`config.mk`:
```
export PLATFORM = sky130hd
export DESIGN_NAME = nibble_join_8b
export DESIGN_NICKNAME = d
export VERILOG_FILES = /design/src/rtl/nibble_join_8b.sv
export SDC_FILE = /design/constraint.sdc
export NUM_CORES = 1
export LEC_CHECK = 0
export ABC_AREA = 0
export CAP_MARGIN = 5
export CORE_AREA = 3 3 40 42
export CTS_CLUSTER_SIZE = 12
export DETAILED_ROUTE_END_ITERATION = 8
export DIE_AREA = 0 0 43 45
export DONT_BUFFER_PORTS = 1
export PLACE_DENSITY = 0.69
export SLEW_MARGIN = 20
export SYNTH_ARGS = -nofsm -noshare
export SYNTH_HDL_FRONTEND = slang
export SYNTH_SLANG_ARGS = --single-unit
```
`constraint.sdc`:
```
create_clock -name clk -period 1.8 [get_ports clk]
set_clock_uncertainty 0.1 [all_clocks]
set_input_delay 0.27 -clock clk [delete_from_list [all_inputs] [get_ports clk]]
set_output_delay 0.27 -clock clk [all_outputs]
set_load 0.02 [all_outputs]
```
`src/rtl/nibble_join_8b.sv`:
```
// nibble_join_8b: packs pairs of val/rdy nibbles into val/rdy bytes; optional out_par via NIBBLE_JOIN_8B_PARITY_EN.
module nibble_join_8b #(
  parameter bit LO_FIRST = 1'b1
) (
  input  logic       clk,
  input  logic       reset,
  input  logic       in_val,
  output logic       in_rdy,
  input  logic [3:0] in_,
  output logic       out_val,
  input  logic       out_rdy,
  output logic [7:0] out
`ifdef NIBBLE_JOIN_8B_PARITY_EN
  ,
  output logic       out_par
`endif
);
  typedef enum logic [1:0] {EMPTY, HALF, FULL} state_t;
  state_t state_q, state_d;
  logic [3:0] nib_q, nib_d;
  logic [7:0] byte_q, byte_d;
  logic in_xfer, out_xfer;
  always_comb begin
    in_rdy   = (state_q != FULL) || out_rdy;
    out_val  = state_q == FULL;
    in_xfer  = in_val && in_rdy;
    out_xfer = out_val && out_rdy;
    state_d  = state_q == EMPTY ? (in_xfer ? HALF : EMPTY) :
               state_q == HALF  ? (in_xfer ? FULL : HALF) :
               out_xfer         ? (in_xfer ? HALF : EMPTY) : FULL;
    // any accept outside HALF starts a new pair, including the FULL pass-through case
    nib_d    = (in_xfer && state_q != HALF) ? in_ : nib_q;
    byte_d   = (in_xfer && state_q == HALF) ? (LO_FIRST ? {in_, nib_q} : {nib_q, in_}) : byte_q;
  end
  always_ff @(posedge clk) begin
    if (reset) begin
      state_q <= EMPTY;
      nib_q   <= 4'h0;
      byte_q  <= 8'h00;
    end else begin
      state_q <= state_d;
      nib_q   <= nib_d;
      byte_q  <= byte_d;
    end
  end
  assign out = byte_q;
`ifdef NIBBLE_JOIN_8B_PARITY_EN
  logic par_q;
  always_ff @(posedge clk) begin
    if (reset) par_q <= 1'b0;
    else par_q <= ^byte_d;
  end
  assign out_par = par_q;
`endif
endmodule
```
==> qor.yml, run 1 <==
floorplanning:
  initial_core_util_pct: 44.79
  floorplan.die.height_um: 45
  io_pins: 18
  die-width_um: 43
  fp.coreArea_um2: 1285
  die-area_um2: 1935
  rows: 13
worst_setup_path:
  worst_ep_arrival_time_ns: 1.21
  critical_path.startpoint_type: "register"
  critical_path_required_ns: 1.43
  cp_num_buf_inv: 1
  critical_path_class: "reg2out"
  critical_path.top_delay_family: "flip-flops"
  path_max_fanout: 7
  critical_path.max_stage_delay_ns: 0.40
  critical_path.endpoint_type: "output port"
  path_cells: "or3b_1 > buf_4"
  slowest_stage: "dfxtp_1"
timing:
  final_max_slew_viol_count: 0
  finalSetupViolCount: 0
  tns_ns: 0
  finalHoldViolCount: 0
  grt_setup_unrepaired: "no"
  timing.fmax_ghz: 0.6335
  period_needed_ns: 1.579
  slew_hr_pct: 64.52
  timing.final.crit_share_pct: 87.70
  worst_slew_pin_slew_ns: 0.5306
final_layout:
  drive_above_1_share_pct: 6.780
  multi_input_combinational_cell_area_um2: 271.5
  final-seq-area_um2: 280.3
  mostFrequentLayoutCell: "dfxtp_1"
  layout.cells.most_common_list: "dfxtp_1 (14), mux2i_1 (12), nand2b_1 (10), nor2_1 (9), clkbuf_4 (3)"
  finish.instance_area_um2: 610.6
  num-nets-final: 69
  fill_cells: 141
  n_diodes: 0
  flow.area_growth_from_synthesis_pct: 6.087
clock_network:
  htree_num_levels: 1
  worst_setup_hold_path_clk_slew_ns: 0.08
  worstSkewPairLatency_ns: 0.27
  cts_tree: "yes"
  clock_path_buffers: 2
  cts_post_setup_buffers_inserted: 0
  tritoncts_num_sinks: 14
  total_of_hold_buffers_inserted_after_clock_tree_synthesis: 1
  cts_root_buf: "clkbuf_4"
  cts-buffers-inserted: 3
  cts_repair_resize_count: 0
power_and_ir_drop:
  power.internal_mw: 0.4267
  power_frac_comb_pct: 8.8
  power_per_cell_area_nw_per_um2: 907.3
  vdd_drop_max_v: 0.0004150
  power.share.clock_pct: 30.0
  tot_pwr_mw: 0.5540
  seq_power_share_pct: 61.2
  power.net_switching_mw: 0.1273
  power.leakage_nw: 0.2812
  power.switching_fraction_pct: 22.99
logic_synthesis:
  avgSynthCellArea_um2: 9.923
  synth-seq-area-share_pct: 48.70
  syn_nets: 66
  synth.ff_latch_count: 14
  yosys.area.top_type: "dfxtp_1"
  synth_area_um2: 575.6
  yosys.area.top_type_share_pct: 48.70
  synth-warning-count: 0
  synth.lib_cells_used.distinct: 14
  synthTopCellsByArea: "dfxtp_1 (49%), mux2i_1 (21%), nand2b_1 (11%), nor2_1 (5.9%), nand3b_1 (2.6%)"
  postSynthCellCount: 58
detailed_routing:
  via_count: 366
  wl_per_cell_um: 12.41
  drt_iter0_markers: 2
  post_detailed_route_drc_marker_count: 0
  postRouteAntennaNets: 0
  detail_route.first_pass.iterations: 2
  drt_wl_total_um: 918
  detail_route.vias_per_cell: 4.946
global_routing:
  grt_max_degree: 11
  grt_overflow: 0
  number_of_antenna_violations_at_the_first_check_in_global_routing: 0
  wire_length_of_the_first_global_routing_pass_um: 1545
  grt_pass1_vias: 351
  globalRouteTotalUtil_pct: 10.29
flow_run:
  maximum_capacitance_violations: 0
worst_hold_path:
  hp-class: "in2reg"
outcome:
  outcome: "finished, final reports clean"
place:
  detailedPlacementHpwl_um: 646.9
  gp_congestion: 0.6843
  place_area_um2: 578.1
  io_buffer_count: 0
==> through the flow <==
| stage | worst slack [ns] | util (%) | std cells | hold WS (ns) |
|---|---|---|---|---|
| finish | 0.2214 | 47.52 | 74 | 0.04457 |
| global route | 0.1235 | 47.52 | 74 | 0.03754 |
| CTS | 0.2154 | 47.52 | 74 | 0.03985 |
| detailed placement | 0.4231 | 44.99 | 70 | 0.2459 |
| global placement | 0.4224 | 44.99 | 70 | 0.2440 |
| floorplan | 0.3195 | - | 58 | 0.3139 |
==> power groups by stage <==
stage	clock network, mW	logic (mW)	registers (mW)
floorplan	0	0.0481	0.345
global placement	0	0.0437	0.347
detailed placement	0	0.0442	0.347
CTS	0.173	0.0494	0.340
global route	0.183	0.0529	0.343
finish	0.166	0.0485	0.339
==> cells in the mapped netlist <==
library cell and instances:
dfxtp_1 14, o21ai_0 1, nor2b_1 1, mux2i_1 12, or3b_1 1, nor2_1 9, and3_1 1, buf_6 1
nand3b_1 2, nand2b_1 10, clkbuf_1 2, nand2_1 1, a21oi_1 2, buf_2 1
==> area by class of cell <==
cell class                 count  area share, %
multi-input combinational     40          44.47
sequential                    14          45.90
timing repair buffer           2          2.869
clock buffer                   3          3.689
tap                           15          3.074
==> path summary, 6_finish.rpt <==
check,from,to,slack [ns],cells after the start
worst min register to register,nib_q[2],nib_q[2],0.38,2
worst min-delay path,in_[2],out[6],0.04,2
worst max register to register,state_q[1],nib_q[3],0.41,3
worst max-delay path,state_q[1],in_rdy,0.22,2
==> registers in the layout (all words and copies together), names as in the netlist <==
register  cells
out           8
state_q       2
nib_q         4
==> worst register-to-register path: stages (launching register included) <==
cell and delay (ns):
dfxtp_1 0.40, or3b_1 0.38, and3_1 0.26, mux2i_1 0.14
==> cell families after synthesis <==
logic type      count (synthesis)  synth area share, %
compound gates                  3                2.608
mux                            12                20.87
simple gates                   25                23.70
flops                          14                48.70
buf+inv                         4                4.130
==> per-layer routing <==
metal / track usage (%) / vias to the layer above / wire (um) / part of all wire, %
met5: 0 / - / 0 / 0
met4: 1.807 / 0 / 0 / 0
met3: 5.578 / 0 / 55 / 6.0
met2: 17.07 / 6 / 448 / 49
met1: 11.98 / 166 / 414 / 45
li1: - / 194 / - / -
No activity file was read; power rests on OpenSTA's default activity.
==> inputs of run 2 (changes only) <==
- CELL_PAD_IN_SITES_DETAIL_PLACEMENT: default -> 1
- CELL_PAD_IN_SITES_GLOBAL_PLACEMENT: default -> 1
- CORE_AREA: 3 3 40 42 -> default
- CORE_MARGIN: default -> 3
- CORE_UTILIZATION: default -> 42
- DIE_AREA: 0 0 43 45 -> default
- PLACE_DENSITY: 0.69 -> 0.82
==> qor.yml, run 2 (same netlist as run 1, synthesis figures left out) <==
floorplanning:
  die-area_um2: 1851
  io_pins: 18
  fp.coreArea_um2: 1201
  die-width_um: 43.02
  rows: 12
  initial_core_util_pct: 47.92
  floorplan.die.height_um: 43.02
global_routing:
  grt_pass1_vias: 380
  grt_overflow: 0
  grt_max_degree: 11
  wire_length_of_the_first_global_routing_pass_um: 1807
  globalRouteTotalUtil_pct: 13.30
  number_of_antenna_violations_at_the_first_check_in_global_routing: 0
detailed_routing:
  postRouteAntennaNets: 0
  detail_route.first_pass.iterations: 4
  detail_route.vias_per_cell: 5.216
  post_detailed_route_drc_marker_count: 0
  drt_wl_total_um: 1164
  via_count: 386
  drt_iter0_markers: 9
  wl_per_cell_um: 15.73
timing:
  worst_slew_pin_slew_ns: 0.5493
  slew_hr_pct: 63.27
  final_max_slew_viol_count: 0
  period_needed_ns: 1.605
  finalSetupViolCount: 0
  timing.fmax_ghz: 0.6230
  tns_ns: 0
  grt_setup_unrepaired: "no"
  finalHoldViolCount: 0
  fin_ws_ns: 0.1949
  timing.final.crit_share_pct: 89.17
  fin_hold_ws_ns: 0.03639
final_layout:
  num-nets-final: 69
  flow.area_growth_from_synthesis_pct: 8.261
  final_cells: 74
  drive_above_1_share_pct: 8.333
  mostFrequentLayoutCell: "dfxtp_1"
  n_diodes: 0
  layout.cells.most_common_list: "dfxtp_1 (14), mux2i_1 (12), nand2b_1 (10), nor2_1 (9), clkbuf_4 (3)"
  largest_register_ffs: 8
place:
  dpl.cell_count: 69
  placement.setup.worst_slack_ns: 0.3595
  gp_congestion: 0.7626
  io_buffer_count: 0
worst_hold_path:
  worst_hold_path.num_cells: 2
  hp-class: "in2reg"
clock_network:
  cts_repair_resize_count: 0
  cts-buffers-inserted: 3
  cts_post_setup_buffers_inserted: 0
  tritoncts_num_sinks: 14
  worstSkewPairLatency_ns: 0.27
  worst_setup_hold_path_clk_slew_ns: 0.09
  clock_path_buffers: 2
  htree_num_levels: 1
  cts_tree: "yes"
  cts_root_buf: "clkbuf_4"
  total_of_hold_buffers_inserted_after_clock_tree_synthesis: 1
worst_setup_path:
  critical_path_class: "reg2out"
  path_max_fanout: 7
  critical_path.endpoint_type: "output port"
  worst_ep_arrival_time_ns: 1.24
  worstRegToRegCells: 3
  critical_path_required_ns: 1.43
  critical_path.startpoint_type: "register"
power_and_ir_drop:
  power_frac_comb_pct: 8.1
  power.leakage_nw: 0.2884
  power.internal_mw: 0.4725
  power.net_switching_mw: 0.1439
  seq_power_share_pct: 55.2
  power.switching_fraction_pct: 23.35
  vdd_drop_max_v: 0.0004927
  power.share.clock_pct: 36.7
  power_per_cell_area_nw_per_um2: 989.2
outcome:
  outcome: "finished, final reports clean"
flow_run:
  maximum_capacitance_violations: 0
## run 2: area by class of cell
cell class                      instances  area, um^2
Sequential cell                        14       280.3
Clock buffer                            4       36.28
Timing Repair Buffer                    2       17.52
Fill cell                             140       578.1
Multi-Input combinational cell         40       271.5
Tap cell                               14       17.52
## run 2: worst paths after layout
check	from	to	slack [ns]
min	in_[0]	out[4]	0.04
max reg2reg	state_q[1]	out[6]	0.35
max	state_q[1]	in_rdy	0.19
min reg2reg	nib_q[3]	nib_q[3]	0.38
## run 2: stage by stage
stage	cell area [um^2]	utilization (%)	power (mW)
floorplan	575.6	-	0.3928
global placement	576.8	48.02	0.3908
detailed placement	576.8	48.02	0.3938
CTS	623.1	51.88	0.6251
global route	623.1	51.88	0.6490
finish	623.1	51.88	0.6164
## run 2: critical path, stage by stage, from the launching register on
cell     delay (ns)
dfxtp_1        0.41
or3b_1         0.38
buf_4          0.17
## run 2: routing by layer
metal	up-vias	share of wire, %	global-route usage (%)	wire length, um
met5	-	0	0	0
met4	0	0	3.614	0
met3	0	6.8	5.508	79
met2	10	51	22.46	591
met1	182	42	15.31	493
li1	194	-	-	-
## run 2: power groups by stage
stage          Clock (mW)  Combinational [mW]  Sequential [mW]
2_1_floorplan           0              0.0481            0.345
3_5_place_dp            0              0.0456            0.348
6_report            0.226              0.0499            0.341
5_1_grt             0.252              0.0545            0.343
3_3_place_gp            0              0.0438            0.347
4_1_cts             0.233              0.0508            0.341
